**src/rtl/peak_track_if.sv**
```systemverilog
// Stream bundle for peak_track: framed per-bin sink beats in, per-peak source beats out.
interface peak_track_if #(
  parameter int NCHAN = 3,
  parameter int WIDTH = 25
);
  logic                        sink_valid;
  logic                        sink_sop;
  logic                        sink_eop;
  logic [WIDTH-1:0]            sink_mag;
  logic [0:NCHAN-1][15:0]      sink_phase;
  logic                        source_valid;
  logic                        source_sop;
  logic                        source_eop;
  logic [23:0]                 source_freq;
  logic [WIDTH-1:0]            source_mag;
  logic [0:NCHAN-1][15:0]      source_phase;
  logic                        error;

  modport master (
    output sink_valid, sink_sop, sink_eop, sink_mag, sink_phase,
    input  source_valid, source_sop, source_eop, source_freq, source_mag, source_phase, error
  );
  modport slave (
    input  sink_valid, sink_sop, sink_eop, sink_mag, sink_phase,
    output source_valid, source_sop, source_eop, source_freq, source_mag, source_phase, error
  );
endinterface

```
**src/rtl/peak_track.sv**
```systemverilog
// Multi-channel spectral peak tracker: keeps the NPEAKS strongest positive-frequency bins per frame.
// Define PEAK_TRACK_LOCALMAX_EN to restrict candidates to local maxima (one peak per lobe).
module peak_track #(
  parameter int NCHAN  = 3,
  parameter int WIDTH  = 25,
  parameter int FFT    = 11,
  parameter int NPEAKS = 4,
  parameter int BINHZ  = 10000
) (
  input logic       clk,
  input logic       reset,
  peak_track_if.slave bus
);
  localparam int IW = (NPEAKS > 1) ? $clog2(NPEAKS) : 1;

  typedef struct packed {
    logic [WIDTH-1:0]       mag;
    logic [FFT-1:0]         bin;
    logic [0:NCHAN-1][15:0] ph;
  } ent_t;

  typedef enum logic {IDLE, EMIT} st_t;

  st_t                    state_q, state_d;
  logic                   active_q, active_d;
  logic [FFT-1:0]         bin_q, bin_d;
  ent_t                   win_q [0:1];
  ent_t                   win_d [0:1];
  logic                   shift_q, shift_d;
`ifdef PEAK_TRACK_LOCALMAX_EN
  logic [WIDTH-1:0]       win2_mag_q, win2_mag_d;
`endif
  ent_t                   tab_q [NPEAKS];
  ent_t                   tab_d [NPEAKS];
  ent_t                   ins   [NPEAKS];
  ent_t                   buf_q [NPEAKS];
  ent_t                   buf_d [NPEAKS];
  logic [IW-1:0]          idx_q, idx_d;
  logic                   error_q, error_d;

  logic                   src_valid_q, src_valid_d;
  logic                   src_sop_q, src_sop_d;
  logic                   src_eop_q, src_eop_d;
  logic [23:0]            src_freq_q, src_freq_d;
  logic [WIDTH-1:0]       src_mag_q, src_mag_d;
  logic [0:NCHAN-1][15:0] src_ph_q, src_ph_d;

  logic                   acc, sop_acc, eop_acc, cand_ok;
  logic [FFT-1:0]         cur_bin;
  logic [NPEAKS-1:0]      gt;
  ent_t                   cand, e;

  assign acc     = bus.sink_valid & (bus.sink_sop | active_q);
  assign sop_acc = bus.sink_valid & bus.sink_sop;
  assign eop_acc = acc & bus.sink_eop;
  assign cur_bin = bus.sink_sop ? '0 : bin_q + 1'b1;

  // Window: win_q[0] newest beat, win_q[1] the bin under test.
  always_comb begin
    active_d = active_q;
    bin_d    = bin_q;
    win_d    = win_q;
    shift_d  = 1'b0;
`ifdef PEAK_TRACK_LOCALMAX_EN
    win2_mag_d = win2_mag_q;
`endif
    if (acc) begin
      active_d = ~bus.sink_eop;
      bin_d    = cur_bin;
      shift_d  = 1'b1;
      win_d[0] = '{mag: bus.sink_mag, bin: cur_bin, ph: bus.sink_phase};
      win_d[1] = bus.sink_sop ? '0 : win_q[0];
`ifdef PEAK_TRACK_LOCALMAX_EN
      win2_mag_d = bus.sink_sop ? '0 : win_q[1].mag;
`endif
    end
  end

  always_comb begin
    cand    = win_q[1];
    cand_ok = shift_q && (cand.bin != '0) && !cand.bin[FFT-1] && (cand.mag != '0)
`ifdef PEAK_TRACK_LOCALMAX_EN
              && (cand.mag > win2_mag_q) && (cand.mag >= win_q[0].mag)
`endif
              ;
  end

  // Table is sorted descending, so gt[] is a thermometer; its first set bit is the slot.
  always_comb begin
    for (int i = 0; i < NPEAKS; i++) gt[i] = cand_ok && (cand.mag > tab_q[i].mag);
    ins[0] = gt[0] ? cand : tab_q[0];
    for (int i = 1; i < NPEAKS; i++)
      ins[i] = gt[i] ? (gt[i-1] ? tab_q[i-1] : cand) : tab_q[i];
    for (int i = 0; i < NPEAKS; i++) begin
      tab_d[i] = sop_acc ? '0 : ins[i];
      buf_d[i] = (state_q == IDLE && eop_acc) ? tab_d[i] : buf_q[i];
    end
    error_d = error_q | (eop_acc && state_q == EMIT);
  end

  always_ff @(posedge clk or posedge reset) begin
    if (reset) state_q <= IDLE;
    else       state_q <= state_d;
  end

  always_comb begin
    state_d = state_q;
    idx_d   = '0;
    case (state_q)
      IDLE: if (eop_acc) state_d = EMIT;
      EMIT: begin
        idx_d = idx_q + 1'b1;
        if (idx_q == IW'(NPEAKS - 1)) begin
          state_d = IDLE;
          idx_d   = '0;
        end
      end
      default: state_d = IDLE;
    endcase
  end

  always_comb begin
    e           = buf_q[idx_q];
    src_valid_d = 1'b0;
    src_sop_d   = 1'b0;
    src_eop_d   = 1'b0;
    src_freq_d  = '0;
    src_mag_d   = '0;
    src_ph_d    = '0;
    if (state_q == EMIT) begin
      src_valid_d = 1'b1;
      src_sop_d   = (idx_q == '0);
      src_eop_d   = (idx_q == IW'(NPEAKS - 1));
      src_freq_d  = 24'(32'(e.bin) * 32'(BINHZ));
      src_mag_d   = e.mag;
      src_ph_d[0] = e.ph[0];
      // Plain 16-bit subtraction wraps naturally modulo 2*pi.
      for (int c = 1; c < NCHAN; c++) src_ph_d[c] = e.ph[c] - e.ph[0];
    end
  end

  always_ff @(posedge clk or posedge reset) begin
    if (reset) begin
      active_q    <= 1'b0;
      bin_q       <= '0;
      win_q[0]    <= '0;
      win_q[1]    <= '0;
      shift_q     <= 1'b0;
`ifdef PEAK_TRACK_LOCALMAX_EN
      win2_mag_q  <= '0;
`endif
      for (int i = 0; i < NPEAKS; i++) begin
        tab_q[i] <= '0;
        buf_q[i] <= '0;
      end
      idx_q       <= '0;
      error_q     <= 1'b0;
      src_valid_q <= 1'b0;
      src_sop_q   <= 1'b0;
      src_eop_q   <= 1'b0;
      src_freq_q  <= '0;
      src_mag_q   <= '0;
      src_ph_q    <= '0;
    end else begin
      active_q    <= active_d;
      bin_q       <= bin_d;
      win_q       <= win_d;
      shift_q     <= shift_d;
`ifdef PEAK_TRACK_LOCALMAX_EN
      win2_mag_q  <= win2_mag_d;
`endif
      tab_q       <= tab_d;
      buf_q       <= buf_d;
      idx_q       <= idx_d;
      error_q     <= error_d;
      src_valid_q <= src_valid_d;
      src_sop_q   <= src_sop_d;
      src_eop_q   <= src_eop_d;
      src_freq_q  <= src_freq_d;
      src_mag_q   <= src_mag_d;
      src_ph_q    <= src_ph_d;
    end
  end

  assign bus.source_valid = src_valid_q;
  assign bus.source_sop   = src_sop_q;
  assign bus.source_eop   = src_eop_q;
  assign bus.source_freq  = src_freq_q;
  assign bus.source_mag   = src_mag_q;
  assign bus.source_phase = src_ph_q;
  assign bus.error        = error_q;

endmodule

```
**src/flat_wrapper.sv**
```systemverilog
// flat-port wrapper written by rule: the top's interface ports become plain ports
module peak_track_flat 
#(
  parameter int NCHAN  = 3,
  parameter int WIDTH  = 25,
  parameter int FFT    = 11,
  parameter int NPEAKS = 4,
  parameter int BINHZ  = 10000
)
  (clk, reset, bus_sink_valid, bus_sink_sop, bus_sink_eop, bus_sink_mag, bus_sink_phase, bus_source_valid, bus_source_sop, bus_source_eop, bus_source_freq, bus_source_mag, bus_source_phase, bus_error);
  peak_track_if #(.NCHAN(NCHAN), .WIDTH(WIDTH)) bus_i ();
  input logic clk;
  input logic reset;
  input wire logic [$bits(bus_i.sink_valid)-1:0] bus_sink_valid;
  input wire logic [$bits(bus_i.sink_sop)-1:0] bus_sink_sop;
  input wire logic [$bits(bus_i.sink_eop)-1:0] bus_sink_eop;
  input wire logic [$bits(bus_i.sink_mag)-1:0] bus_sink_mag;
  input wire logic [$bits(bus_i.sink_phase)-1:0] bus_sink_phase;
  output wire logic [$bits(bus_i.source_valid)-1:0] bus_source_valid;
  output wire logic [$bits(bus_i.source_sop)-1:0] bus_source_sop;
  output wire logic [$bits(bus_i.source_eop)-1:0] bus_source_eop;
  output wire logic [$bits(bus_i.source_freq)-1:0] bus_source_freq;
  output wire logic [$bits(bus_i.source_mag)-1:0] bus_source_mag;
  output wire logic [$bits(bus_i.source_phase)-1:0] bus_source_phase;
  output wire logic [$bits(bus_i.error)-1:0] bus_error;
  assign bus_i.sink_valid = bus_sink_valid;
  assign bus_i.sink_sop = bus_sink_sop;
  assign bus_i.sink_eop = bus_sink_eop;
  assign bus_i.sink_mag = bus_sink_mag;
  assign bus_i.sink_phase = bus_sink_phase;
  assign bus_source_valid = bus_i.source_valid;
  assign bus_source_sop = bus_i.source_sop;
  assign bus_source_eop = bus_i.source_eop;
  assign bus_source_freq = bus_i.source_freq;
  assign bus_source_mag = bus_i.source_mag;
  assign bus_source_phase = bus_i.source_phase;
  assign bus_error = bus_i.error;
  peak_track #(.NCHAN(NCHAN), .WIDTH(WIDTH), .FFT(FFT), .NPEAKS(NPEAKS), .BINHZ(BINHZ)) u_core (.clk(clk), .reset(reset), .bus(bus_i));
endmodule
```
**config.mk**
```make
export PLATFORM = sky130hd
export DESIGN_NAME = peak_track_flat
export DESIGN_NICKNAME = d
export VERILOG_FILES = /design/src/rtl/peak_track_if.sv /design/src/rtl/peak_track.sv /design/src/flat_wrapper.sv
export SDC_FILE = /design/constraint.sdc
export NUM_CORES = 2
export LEC_CHECK = 0
export CORE_MARGIN = 8
export CORE_UTILIZATION = 49
export CTS_CLUSTER_SIZE = 10
export DETAILED_ROUTE_END_ITERATION = 16
export GPL_TIMING_DRIVEN = 1
export PLACE_DENSITY = 0.74
export SLEW_MARGIN = 20
export SYNTH_ARGS = -nofsm -noshare
export SYNTH_HDL_FRONTEND = slang
export SYNTH_SLANG_ARGS = --single-unit
```
**constraint.sdc**
```tcl
create_clock -name clk -period 89.5 [get_ports clk]
set_input_delay 22.375 -clock clk [delete_from_list [all_inputs] [get_ports clk]]
set_output_delay 22.375 -clock clk [all_outputs]
set_load 0.02 [all_outputs]
```
==> run summary <==
The cts-stage hold buffer count is 0. The fraction of layout cells with a size suffix above 1 came out at 0.0792. The mean cell area of the mapped netlist came out at 10.4 um2. The met3 routed wirelength came out at 10.2 mm. The antenna cell count is 0.

The clock sink count came out at 942. The time the worst path needs with I/O delays and setup came out at 26240 ps. The clock input transition at the sequential cells of the worst setup and hold paths came out at 50 ps.

Setup repair after global routing left no endpoint under its margin. In this run the critical register-to-register path is captured at u_core.bus.source_freq[22]. For the pin with the worst max-slew slack, the measured transition is 1150 ps.

The initial core utilization is 0.495. The cell type of the slowest stage on the worst timing path is buf_4. The largest fanout on the critical path came out at 61. The total clock buffers created by CTS is 107.

The top-level I/O count came out at 179. The number of global-route vias before repair came out at 36377. Of the total synthesized cell area, the portion taken by AND, OR, NAND and NOR gates is 0.125. The die is 326 um wide. The initial DRC count came out at 3275.

For this run, asynchronously set or reset flops after synthesis account for 1.00. The flip-flop and latch count after synthesis is 942. The data arrival time of the worst path is 26760 ps. The layout has 8079 filler cells. The tree is rooted in a clkbuf_16.

The dominant combinational cell family by area after synthesis is compound AO/OA/AOI/OAI gates. The post-route clock skew came out at 31.2 ps. The final-report hold violation count came out at 0. The number of iterations in the first detailed-routing pass is 6. The portion of the clock cycle consumed by the worst path in the final layout is 0.293.

Broken down by cell family, the worst path's largest delay share belongs to simple AND/OR/NAND/NOR gates. The post-route setup TNS is 0 ps. The placed cell count came out at 5638. The maximum clock path buffer count is 3. The largest stage delay on the critical path is 790 ps. The count of distinct cell types in the synthesized netlist came out at 68. The sequential cells in the finished layout cover a total of 23600 um2. In this run the post-CTS setup repair buffer count came out at 0. The share of the yosys chip area belonging to registers came out at 0.502. The highest ir drop seen on vdd is 0.0000166 V. The count of cells resized by post-cts repair is 0. Of the total synthesized cell area, the portion taken by full adders, half adders and majority gates is 0.0586. The count of vias placed by the detailed router is 35956. The total routed wirelength came out at 132 mm. The setup violation total in the final timing report is 0. The relative area change from synthesis to final layout came out at 11.1%. The site row count came out at 113. The run finished with clean final reports.

The number of DRC violations after detailed routing is 0. In the final layout, the multi-input gates occupy 21000 um2. The met2 routed wirelength came out at 61.4 mm. The wire length per cell is 22.8 um. At the end of the flow, the number of nets in the layout was 4768. Walking the worst path, the cells encountered are clkdlybuf4s50_1 > o21ai_4 > clkinv_2 > nand2_1 > or2_4 > nor2_1 > nand2_4 > buf_4 > o211ai_1. The total congestion overflow is 0. STA classifies the critical path endpoint as a flip-flop.

The synthesized cell area came out at 47000 um2. The pin count of the biggest net entering global routing came out at 171. The worst hold path cell count came out at 2. The detail route stage leaves a number of antenna-violating nets equal to 0. The routed length on met1 came out at 55.9 mm.

The number of enable flip-flop cells after synthesis came out at 0. The relative slew slack came out at 0.236. The compound-gate portion of the synthesized area is 0.157. The global-route wire length before repair came out at 209 mm. TritonCTS built the clock tree.

The overall die area came out at 106000 um2. The highest achievable clock rate is 0.0381 GHz. The required time of the critical path is 90020 ps.

Dividing total power by cell area gives a power density of 25.9 nW/um2. The global-route usage over all layers came out at 0.242. The final cell count without fillers is 5772.

The max-capacitance violation count is 0. STA classifies the critical path startpoint as a primary input. The type of the worst setup path is primary input to flip-flop. The half-perimeter wire length after placement is 76.6 mm. The number of cells traversed by the worst register-to-register path came out at 19. The post-detailed-route via-to-cell ratio came out at 6.23.

The portion of synthesized area spent on multiplexers is 0.0947. The number of buffer and inverter instances along the worst setup path is 3. The synthesis warning total is 0. The number of standard cells after synthesis came out at 4497. The later-pin clock latency in the skew report came out at 680 ps. The worst hold path begins at u_core.win_q[156]. The reg2reg setup slack came out at 83320 ps.

The count of H-tree levels built during CTS is 3. The number of antenna violations at the first check in global routing came out at 2. The quantity of I/O buffers inserted on ports is 174. The vertical extent of the die came out at 326 um. The core region is 95000 um2.

The worst register-to-register path begins at u_core.idx_q[0]. The uppermost metal layer occupied by signal nets is met4. Routability-driven placement finished with a final weighted congestion of 0.842. Among all flip-flop cells after synthesis, the most frequent one is dfrtp_1. Of the total synthesized cell area, the portion taken by XOR and XNOR cells is 0.00764. For this design the static power due to leakage is 22.4 nW. The worst hold path terminates at u_core.win_q[156]. The max-slew violation count is 0. The worst hold path belongs to the class flip-flop to flip-flop.
-- cell usage after synthesis, types with 99 or more instances --
cell	number	area, um2
mux2i_1	250	2500
o211ai_1	169	1270
clkbuf_1	217	815
nor3_1	99	495
a21oi_1	226	1130
dfrtp_1	942	23600
ha_1	188	2350
nand2_1	604	2270
nand4_1	198	1240
o21ai_0	189	946
a211oi_1	141	1060
inv_1	239	897
nor2_1	207	777
-- registers in the layout, indices dropped and copies added, names as in the netlist, 11 cells and up --
signal,cells
u_core.buf_q,336
u_core.tab_q,336
u_core.cand,84
u_core.win_q,73
u_core.bus.source_phase,48
u_core.bus.source_mag,25
u_core.bus.source_freq,20
u_core.bin_q,11
-- cell usage in the layout (no fill, tap or decap), types with 79 or more instances in the layout --
master           Yosys  layout
a211oi_1           141     141
a21oi_1            226     226
a22o_1              84      84
and2_1              80      79
clkbuf_16            0     110
clkdlybuf4s50_1      0     174
dfrtp_1            942     939
ha_1               188     188
inv_1              239     238
mux2i_1            250     250
mux4_2              86      86
nand2_1            604     599
nand4_1            198     198
nor2_1             207     206
nor3_1              99      99
o211ai_1           169     169
o21ai_0            189     189
o21ai_1             86      86
-- cell families (layout without fill, tap and decap cells) --
logic type	Yosys count	after routing
mux	337	337
flops	942	942
compound gates	1088	1088
xor+xnor	41	41
other cells	1	4
buf+inv	596	603
fa+ha+maj	208	208
simple gates	1284	1284
-- worst reg2reg max path, delay by kind of cell (launching register included) --
| kind | cells | cell delay, ps |
|---|---|---|
| buffers and inverters | 5 | 880 |
| adders and majority gates | 6 | 2180 |
| xor gates and xnor gates | 1 | 180 |
| AOI/OAI and AO/OA | 3 | 640 |
| and+or+nand+nor | 2 | 510 |
| DFF | 1 | 720 |
| muxes | 2 | 940 |
-- layout make-up --
type,instances,area share
Clock inverter,8,0.00197
Multi-Input combinational cell,2962,0.402
Sequential cell,942,0.452
Tap cell,1265,0.0303
Inverter,240,0.0174
Timing Repair Buffer,229,0.0420
Clock buffer,126,0.0546
-- power breakdown --
part,switching [mW],total (mW),internal (mW)
Clock,0.169,0.393,0.224
Sequential,0.0543,0.548,0.493
Combinational,0.254,0.411,0.157
Total,0.477,1.35,0.874
-- layer usage --
| metal | global-route usage | vias to the layer above |
|---|---|---|
| li1 | - | 16021 |
| met1 | 0.332 | 18109 |
| met2 | 0.387 | 1525 |
| met3 | 0.0452 | 301 |
| met4 | 0.0848 | 0 |
| met5 | 0 | - |
-- per-stage QoR --
stage / worst slack (ps) / power, mW / utilization / hold WS [ps] / instance area [um2]
6_report: 63260 / 1.35 / 0.549 / 470 / 52200
5_1_grt: 63060 / 1.42 / 0.549 / 488 / 52200
4_1_cts: 63340 / 1.35 / 0.549 / 477 / 52200
3_5_place_dp: 62620 / 0.959 / 0.518 / 460 / 49300
3_3_place_gp: 62750 / 0.948 / 0.518 / 451 / 49300
2_1_floorplan: 40630 / 0.818 / - / 420 / 47000
-- worst max-delay path by stage --
stage / cells after the start / start / end
after floorplan: 1 / reset / u_core.active_q
after global placement: 9 / bus_sink_sop / u_core.buf_q[221]
after detailed placement: 9 / bus_sink_sop / u_core.buf_q[194]
after CTS: 9 / bus_sink_sop / u_core.buf_q[188]
after global routing: 9 / bus_sink_sop / u_core.buf_q[207]
final: 9 / bus_sink_sop / u_core.buf_q[207]
Note: power is estimated with default switching activity, not from simulation.
